File: src/rtl/instr_decoder_pkg.sv
// rtl/instr_decoder_pkg.sv - RV32I opcode constants and immediate format encoding
package instr_decoder_pkg;

    localparam logic [6:0] OP_REG    = 7'b0110011;
    localparam logic [6:0] OP_IMM    = 7'b0010011;
    localparam logic [6:0] OP_LOAD   = 7'b0000011;
    localparam logic [6:0] OP_STORE  = 7'b0100011;
    localparam logic [6:0] OP_BRANCH = 7'b1100011;
    localparam logic [6:0] OP_JALR   = 7'b1100111;
    localparam logic [6:0] OP_JAL    = 7'b1101111;
    localparam logic [6:0] OP_LUI    = 7'b0110111;
    localparam logic [6:0] OP_AUIPC  = 7'b0010111;
    localparam logic [6:0] OP_SYSTEM = 7'b1110011;

    typedef enum logic [2:0] {
        IMM_I    = 3'd0,
        IMM_S    = 3'd1,
        IMM_B    = 3'd2,
        IMM_U    = 3'd3,
        IMM_J    = 3'd4,
        IMM_NONE = 3'd5
    } imm_fmt_e;

endpackage

File: src/rtl/instr_decoder_imm_gen.sv
// rtl/instr_decoder_imm_gen.sv - sign-extended immediate assembly for each RV32I format
module imm_gen
    import instr_decoder_pkg::*;
(
    input  logic [31:7] instr,
    input  imm_fmt_e    fmt,
    output logic [31:0] imm
);

    // Scatter the encoded immediate bits back into place; instr[31] is always the sign
    always_comb begin
        imm = 32'd0;
        case (fmt)
            IMM_I:   imm = {{20{instr[31]}}, instr[31:20]};
            IMM_S:   imm = {{20{instr[31]}}, instr[31:25], instr[11:7]};
            IMM_B:   imm = {{19{instr[31]}}, instr[31], instr[7], instr[30:25], instr[11:8], 1'b0};
            IMM_U:   imm = {instr[31:12], 12'd0};
            IMM_J:   imm = {{11{instr[31]}}, instr[31], instr[19:12], instr[20], instr[30:21], 1'b0};
            default: imm = 32'd0;
        endcase
    end

endmodule

File: src/rtl/instr_decoder.sv
// rtl/instr_decoder.sv - RV32I decode-stage classifier with field/immediate extraction
module instr_decoder
    import instr_decoder_pkg::*;
(
    input  logic        clk,
    input  logic        rst_n,
    input  logic [31:0] instr,
    output logic        is_alu_reg,
    output logic        is_alu_imm,
    output logic        is_load,
    output logic        is_store,
    output logic        is_branch,
    output logic        is_jalr,
    output logic        is_jal,
    output logic        is_lui,
    output logic        is_auipc,
    output logic        is_system,
    output logic        reg_write,
    output logic [4:0]  rd,
    output logic [4:0]  rs1,
    output logic [4:0]  rs2,
    output logic [2:0]  funct3,
    output logic [6:0]  funct7,
    output logic [31:0] imm,
    output logic        illegal,
    output logic        illegal_seen
);

    logic [6:0] opcode;
    imm_fmt_e   imm_fmt;

    assign opcode = instr[6:0];

    // Full 7-bit compare per class so the low "11" bits are enforced and flags stay mutually exclusive
    always_comb begin
        is_alu_reg = (opcode == OP_REG);
        is_alu_imm = (opcode == OP_IMM);
        is_load    = (opcode == OP_LOAD);
        is_store   = (opcode == OP_STORE);
        is_branch  = (opcode == OP_BRANCH);
        is_jalr    = (opcode == OP_JALR);
        is_jal     = (opcode == OP_JAL);
        is_lui     = (opcode == OP_LUI);
        is_auipc   = (opcode == OP_AUIPC);
        is_system  = (opcode == OP_SYSTEM);
    end

    // rd==0 is not special here; the register file drops writes to x0
    always_comb begin
        reg_write = is_alu_reg | is_alu_imm | is_load | is_jalr | is_jal | is_lui | is_auipc;
        illegal   = ~(is_alu_reg | is_alu_imm | is_load | is_store | is_branch |
                      is_jalr | is_jal | is_lui | is_auipc | is_system);
    end

    // Fields come from fixed positions whatever the class
    always_comb begin
        rd     = instr[11:7];
        rs1    = instr[19:15];
        rs2    = instr[24:20];
        funct3 = instr[14:12];
        funct7 = instr[31:25];
    end

    // Pick the immediate layout from the decoded class; R-type and illegal give zero
    always_comb begin
        imm_fmt = IMM_NONE;
        if (is_alu_imm || is_load || is_jalr || is_system) begin
            imm_fmt = IMM_I;
        end else if (is_store) begin
            imm_fmt = IMM_S;
        end else if (is_branch) begin
            imm_fmt = IMM_B;
        end else if (is_lui || is_auipc) begin
            imm_fmt = IMM_U;
        end else if (is_jal) begin
            imm_fmt = IMM_J;
        end
    end

    imm_gen u_imm_gen (
        .instr (instr[31:7]),
        .fmt   (imm_fmt),
        .imm   (imm)
    );

    // Sticky record of any illegal opcode since reset; reset takes priority
    always_ff @(posedge clk) begin
        if (!rst_n) begin
            illegal_seen <= 1'b0;
        end else begin
            illegal_seen <= illegal_seen | illegal;
        end
    end

endmodule

File: config.mk
export PLATFORM = sky130hd
export DESIGN_NAME = instr_decoder
export DESIGN_NICKNAME = d
export VERILOG_FILES = /design/src/rtl/instr_decoder_pkg.sv /design/src/rtl/instr_decoder_imm_gen.sv /design/src/rtl/instr_decoder.sv
export SDC_FILE = /design/constraint.sdc
export NUM_CORES = 1
export LEC_CHECK = 0
export CAP_MARGIN = 20
export CORE_MARGIN = 2
export CORE_UTILIZATION = 35
export DETAILED_ROUTE_END_ITERATION = 10
export DONT_BUFFER_PORTS = 1
export HOLD_SLACK_MARGIN = 0.03
export SLEW_MARGIN = 20
export SYNTH_ARGS = -nofsm -noshare
export SYNTH_HDL_FRONTEND = slang
export SYNTH_HIERARCHICAL = 1
export SYNTH_SLANG_ARGS = --single-unit
File: constraint.sdc
create_clock -name clk -period 2.4 [get_ports clk]
set_input_delay 0.48 -clock clk [delete_from_list [all_inputs] [get_ports clk]]
set_output_delay 0.48 -clock clk [all_outputs]
set_load 0.005 [all_outputs]
* Yosys cells after proc, flatten, opt, wreduce, memory -nomap -nowiden
Cells that the tools add are included.
** Storage, ports and cells
- Logic and storage cells :: 41
- Output and inout port bits :: 70
- Input port bits :: 34
- Bits in registers :: 1
** Operators by class
- Bitwise gates (word level) :: 15
- Equality and inequality tests :: 14
- Reductions and logical operators :: 5
- Muxes and demuxes :: 6
** Operators with widths (count)
- 32-bit case mux with 5 select lines :: 1
- 7-bit == test (second input constant) :: 4
- 7-bit by 6-bit == test with 1-bit output (second input constant) :: 3
- 7-bit by 5-bit == test with 1-bit output (second input constant) :: 2
- 1-bit bitwise OR :: 14
- 3-bit 2-to-1 mux :: 4
- 7-bit by 2-bit == test with 1-bit output (second input constant) :: 1
- 3-bit by 2-bit == test with 1-bit output (second input constant) :: 2
- 1-bit logical OR :: 4
- 3-bit by 1-bit == test with 1-bit output (second input constant) :: 1
- 3-bit == test (second input constant) :: 1
- 3-bit zero test :: 1
- 1-bit 2-to-1 mux :: 1
- 1-bit NOT :: 1

* Logic depth before layout (Yosys ltp)
Gate-level depths: netlist (run 1).
- Depth after elaboration :: 12
- Depth in mapped cells :: 9
- Gate-level depth less buffers :: 6

* By module
Netlist (run 1), hierarchy kept.
** Modules (own cells, without submodules)
- imm_gen :: cells each 94, area an instance 540.5 µm², instances 1
- instr_decoder :: cells each 75, area an instance 503.0 µm², instances 1

* Worst setup path before layout (run 1)
Ideal clock, no wire load.
- Path kind :: input to output
- From :: input port instr[4]
- To :: output port imm[20]
- Arrival :: 1840 ps
- Buffers on the path :: 3
- Slack :: 80 ps
- Data required time :: 1920 ps
- Cell stages on the path :: 9
- Cell sequence :: clkbuf_1 -> nand3b_1 -> o21a_1 -> nor3_1 -> buf_6 -> maj3_2 -> nand2b_4 -> buf_6 -> nand2_1
** On the way
- Word-level cells in the longest chain between the ends :: 8
- Elaborated cells between the ends (all ways) :: 24
- Those cells by class :: 13 x eq/ne; 6 x mux; 5 x reduce/logical
** Ends and longest elaborated chain
- start, declared :: RTL line instr_decoder.sv:7 : input logic [31:0] instr,
- 7-bit by 6-bit == test with 1-bit output or 7-bit by 5-bit == test with 1-bit output (tied branches) :: RTL line instr_decoder.sv:43, instr_decoder.sv:44
- 1-bit logical OR :: RTL line instr_decoder.sv:73 : end else if (is_lui || is_auipc) begin
- 3-bit 2-to-1 mux :: RTL line instr_decoder.sv:73
- 3-bit 2-to-1 mux :: RTL line instr_decoder.sv:71 : end else if (is_branch) begin
- 3-bit 2-to-1 mux :: RTL line instr_decoder.sv:69 : end else if (is_store) begin
- 3-bit 2-to-1 mux * :: RTL line instr_decoder.sv:67 : if (is_alu_imm || is_load || is_jalr || is_system) begin
- named net imm_fmt[1] :: RTL line instr_decoder.sv:30 : imm_fmt_e imm_fmt;
- 3-bit == test, or another cell as far along :: RTL line instr_decoder_imm_gen.sv:13 : case (fmt)
- 32-bit case mux with 5 select lines * :: RTL line instr_decoder_imm_gen.sv:13
- end, declared :: RTL line instr_decoder.sv:24 : output logic [31:0] imm,
The timed path passes the listed nets; every way through them passes the cells marked *.

* Worst setup path in the final report (run 1)
- From :: input port instr[4]
- To :: output port imm[17]
Same word-level chain as after synthesis.

==> flow_summary_export.csv, run 1 <==
group,metric,value,unit
sta,fin_crit_sh,93.7,%
clocking,cts_setup_buffers,0,
layout,layout.cells.non_filler,167,
sta,drv_slew,0,
critical_path,critPathMaxFanout,13,
outcome,violations,"design-rule violations",
layout,reg_top3,"illegal_seen (1)",
critical_path,cp.required,1.92,ns
drt,drt_first_iter_violations,70,
clocking,clk_latency,0,ns
placement,gp_congestion,0.792,
grt,first_global_vias,812,
sta,maxSlewHeadroom,73.1,%
floorplan,pin_count,104,
layout,diodes,0,
synth,synth_ff_type,"dfxtp_1",
sta,hold_viol,0,
power,irDropWorstVdd,0.0492,mV
floorplan,die_area,3430,sq um
synth,synth-async-reset-ratio,0,%
floorplan,start_util,37.2,%
placement,portBuffers,0,
sta,maxClockFrequency,445,MHz
flow_run,drv_cap,0,
drt,drt-wirelength-per-cell,16.8,um
layout,drive_above_1_share,16.2,%
placement,dp_hpwl,2160,um
layout,num-nets-final,172,
synth,synth_edf_count,0,
placement,placed_cells,167,
synth,yosysSeqAreaShare,1.92,%
synth,yosys_warnings,6,
synth,synth_nets,203,
clocking,clk_pin_slew,0,ns
synth,ys_seq_elements,1,
power,clkPwrFrac,0,%
drt,vias_per_cell,6.07,
drt,vias,1013,
synth,syn_avg_cell_area,6.17,sq um
floorplan,design.core.area,2810,sq um
grt,antenna_found_initial,0,
drt,postRouteAntennaNets,0,
layout,final_common_cell,"nand2_1",
floorplan,row_count,19,
layout,regMostFlops,"illegal_seen",
drt,drt-total-wl,2810,um
drt,drc,10,
critical_path,crit_type,"primary input to output port",
grt,track_usage,13.7,%
layout,syn2layout_area_growth,-15.9,%
floorplan,die-height,58.6,um
sta,final.setup_skew,0,ns
sta,fin_crit,2.25,ns
synth,netlist_area,1040,sq um
power,p_switching,0.0000378,W
synth,ys_types,37,
power,power.internal,0.0000515,W
critical_path,end_kind,"output port",
power,power_frac_seq,21.1,%
sta,fin_setup_tns,0,ns
grt,grt_max_degree,15,
power,power_leakage,0.352,nW
outcome,status,"finished with violations",
sta,worst_pin_slew,0.400,ns
sta,rsz0062_at_grt,"no",
min_path,hold_class,"flip-flop to flip-flop",
synth,synthCells,169,
grt,grt.overflow.total,0,
layout,final_cell_mix,"26 x nand2_1, 19 x a21oi_1, 12 x o22ai_1",
drt,dr.pass1.iters,7,
floorplan,die_x,58.6,um
power,p_sw_share,42.4,%
power,powerDensity,102,nW/um^2
power,pwr-share-comb,78.9,%
critical_path,reg2regPathDepth,2,
critical_path,start_kind,"primary input",
critical_path,cp.arrival,1.77,ns
min_path,min_path_cells,2,
sta,setup_viol,0,
layout,largest_reg_flops,1,
grt,grt_pass1_wl,3870,um
layout,nFillCells,312,
[per-layer routing]
layer / GRT usage [%] / wire, um / vias to the layer above
li1: - / - / 487
met1: 16.3 / 1140 / 460
met2: 25.7 / 1320 / 63
met3: 3.52 / 327 / 3
met4: 1.30 / 19 / 0
met5: 0 / 0 / -
[power groups by stage]
stage | logic [W] | registers (W) | clock network (W)
6_report | 0.0000705 | 0.0000188 | 0
5_1_grt | 0.0000785 | 0.0000189 | 0
4_1_cts | 0.0000692 | 0.0000189 | 0
3_5_place_dp | 0.0000691 | 0.0000189 | 0
3_3_place_gp | 0.0000690 | 0.0000189 | 0
2_1_floorplan | 0.000104 | 0.0000187 | 0
[path summary, 6_finish.rpt]
check               start      endpoint  slack (ns)
max              instr[4]       imm[17]        0.15
min          illegal_seen  illegal_seen        0.53
max reg2reg  illegal_seen  illegal_seen        1.80
min reg2reg  illegal_seen  illegal_seen        0.53
[cells in the mapped netlist (2+ instances only)]
library cell | number | area [sq um]
a21oi_1 | 19 | 95.1
and2_1 | 2 | 12.5
and2b_1 | 2 | 15.0
buf_2 | 7 | 35.0
buf_4 | 25 | 188
buf_6 | 4 | 45.0
clkbuf_1 | 5 | 18.8
inv_1 | 5 | 18.8
mux2_2 | 4 | 45.0
nand2_1 | 26 | 97.6
nand2b_1 | 6 | 37.5
nand3_1 | 4 | 20.0
nand3b_1 | 2 | 15.0
nor2_1 | 8 | 30.0
nor2b_1 | 8 | 50.1
nor3_1 | 6 | 30.0
nor3b_2 | 2 | 25.0
o21ai_0 | 4 | 20.0
o22ai_1 | 12 | 75.1
[critical path, stage by stage]
cell and delay [ns]:
nand3b_1 0.15, o21a_1 0.20, nor3_2 0.27, and2_1 0.34, a21oi_1 0.11, o22ai_1 0.21
[stage by stage]
stage	hold slack [ns]	total power [W]	area, sq um	utilization, %	setup WS [ns]
3_3_place_gp	0.523	0.0000879	861	30.7	0.0151
3_5_place_dp	0.528	0.0000879	861	30.7	0.0364
5_1_grt	0.556	0.0000974	877	31.3	0.0134
4_1_cts	0.528	0.0000881	861	30.7	0.0314
6_report	0.526	0.0000893	877	31.3	0.151
2_1_floorplan	0.506	0.000122	1040	-	0.0803
[what timing repair did]
| action | in CTS | in global routing |
|---|---|---|
| hold buffers | 0 | 0 |
| setup endpoints to repair | 0 | 24 |
| resized for setup | 0 | 4 |
[cell families after synthesis]
family	Yosys count	share of synthesized area (%)
buffers and inverters	46	29.3
adder cells (fa/ha/maj)	1	1.08
multiplexers	5	5.28
flip-flops	1	1.92
AO/OA/AOI/OAI	40	22.2
AND/OR/NAND/NOR	76	40.3
[cell type report]
type / count / area [sq um] / area share, %
multi-input cells: 122 / 739 / 84.3
repair buffers: 8 / 60.1 / 6.85
well taps: 31 / 38.8 / 4.42
flip-flops and latches: 1 / 20.0 / 2.28
inverters: 5 / 18.8 / 2.14
(Power assumes the default switching activity.)
==> run 2, diff against run 1 <==
Settings changed: SETUP_SLACK_MARGIN set to 0.3.
==> flow_summary_export.csv, run 2 (same netlist as run 1, synthesis figures left out) <==
group,metric,value,unit
drt,dr.pass1.iters,7,
flow_run,drv_cap,0,
grt,first_global_vias,925,
floorplan,die_area,3430,sq um
grt,grt_max_degree,14,
sta,rsz0062_at_grt,"yes",
critical_path,end_kind,"output port",
power,power_leakage,0.480,nW
layout,syn2layout_area_growth,8.75,%
min_path,hold_class,"flip-flop to flip-flop",
placement,portBuffers,0,
sta,worst_pin_slew,0.435,ns
critical_path,cp.required,1.92,ns
sta,fin_setup_tns,0,ns
grt,grt.overflow.total,0,
clocking,holdBufCountCts,0,
drt,vias,1047,
placement,gp_congestion,0.702,
sta,setup_viol,0,
sta,hold_viol,0,
drt,postRouteAntennaNets,0,
floorplan,row_count,19,
layout,largest_reg_flops,1,
layout,drive_above_1_share,43.8,%
grt,antenna_found_initial,0,
drt,vias_per_cell,5.98,
outcome,status,"finished with violations",
layout,post-route-util,40.5,%
sta,fin_crit_sh,90.3,%
critical_path,critPathMaxFanout,8,
layout,num-nets-final,180,
layout,diodes,0,
power,powerDensity,99.6,nW/um^2
critical_path,cp.arrival,1.69,ns
sta,drv_slew,0,
floorplan,start_util,37.2,%
layout,reg_top3,"illegal_seen (1)",
sta,final.setup_skew,0,ns
critical_path,crit_type,"primary input to output port",
layout,regMostFlops,"illegal_seen",
drt,drt-wirelength-per-cell,16.2,um
power,irDropWorstVdd,0.0846,mV
placement,dp_hpwl,2120,um
critical_path,max_stage_delay,0.34,ns
clocking,clk_latency,0,ns
sta,maxSlewHeadroom,70.7,%
floorplan,die_x,58.6,um
drt,drt_first_iter_violations,53,
clocking,clk_pin_slew,0,ns
floorplan,design.core.area,2810,sq um
floorplan,pin_count,104,
layout,final_common_cell,"a21oi_1",
drt,drt-total-wl,2830,um
critical_path,cp_slowest_cell,"maj3_2",
sta,hold_slack,0.531,ns
critical_path,path_cells,"or2_4 -> a21oi_2 -> o21bai_2 -> maj3_2 -> buf_6 -> and2b_1",
floorplan,die-height,58.6,um
sta,fin_crit,2.17,ns
outcome,violations,"design-rule violations",
grt,grt_pass1_wl,4180,um
layout,final_cell_mix,"17 x a21oi_1, 14 x nand2_1, 12 x nand2_2",
grt,track_usage,14.7,%
critical_path,start_kind,"primary input",
sta,maxClockFrequency,462,MHz
drt,drc,8,
[run 2: changes by cell type in the layout (fill, tap and decap cells not counted), moves of 3 or more]
cell	delta
nand2b_1	-5
nand2_1	-12
o22ai_2	+4
buf_6	+6
nor2b_4	+3
nor2b_1	-5
o22ai_1	-4
nand2_2	+12
nand2b_4	+6
[run 2: worst paths after layout]
path                      from           end  slack [ns]  cells after the start
setup / recovery      instr[3]        imm[5]        0.23                      6
hold / removal    illegal_seen  illegal_seen        0.53                      2
setup reg to reg  illegal_seen  illegal_seen        1.79                      2
hold reg to reg   illegal_seen  illegal_seen        0.53                      2
[run 2: routing by layer]
layer | track usage, % | routed length [um] | up-vias | part of all wire [%]
li1 | - | - | 504 | -
met1 | 17.1 | 1070 | 488 | 38
met2 | 29.1 | 1490 | 53 | 53
met3 | 2.42 | 270 | 2 | 9.5
met4 | 0.649 | 4 | 0 | 0.14
met5 | 0 | 0 | - | 0
[run 2: area by class of cell]
class | instances | area, sq um
fillers | 304 | 1670
inverters | 5 | 18.8
multi-input cells | 123 | 915
flip-flops and latches | 1 | 20.0
well taps | 31 | 38.8
repair buffers | 15 | 143
[run 2: where the power goes]
part / leakage [nW] / internal, W / total, W / switching, W
Sequential: 0.00844 / 0.0000181 / 0.0000189 / 0.000000804
Clock: 0 / 0 / 0 / 0
Combinational: 0.472 / 0.0000476 / 0.0000942 / 0.0000466
[run 2: worst max-delay path, delay by kind of cell]
family / cells / cell delay [ns]
and+or+nand+nor: 2 / 0.45
buffers and inverters: 1 / 0.15
AOI/OAI and AO/OA: 2 / 0.26
adders and majority gates: 1 / 0.34
[run 2: per-stage QoR]
stage | total power (W) | instances | cell area [sq um] | setup WS (ns)
after floorplan | 0.000131 | 169 | 1110 | 0.148
after global placement | 0.0000892 | 168 | 893 | 0.131
after detailed placement | 0.0000914 | 168 | 893 | 0.0326
after CTS | 0.000102 | 172 | 1020 | 0.244
after global routing | 0.000122 | 175 | 1130 | 0.194
final | 0.000113 | 175 | 1130 | 0.233
[run 2: timing repair]
action	in CTS	in global routing
endpoints found under the setup margin	26	31
gates cloned	1	0
pin swaps	9	9
resized for setup	23	20
buffers inserted	3	3
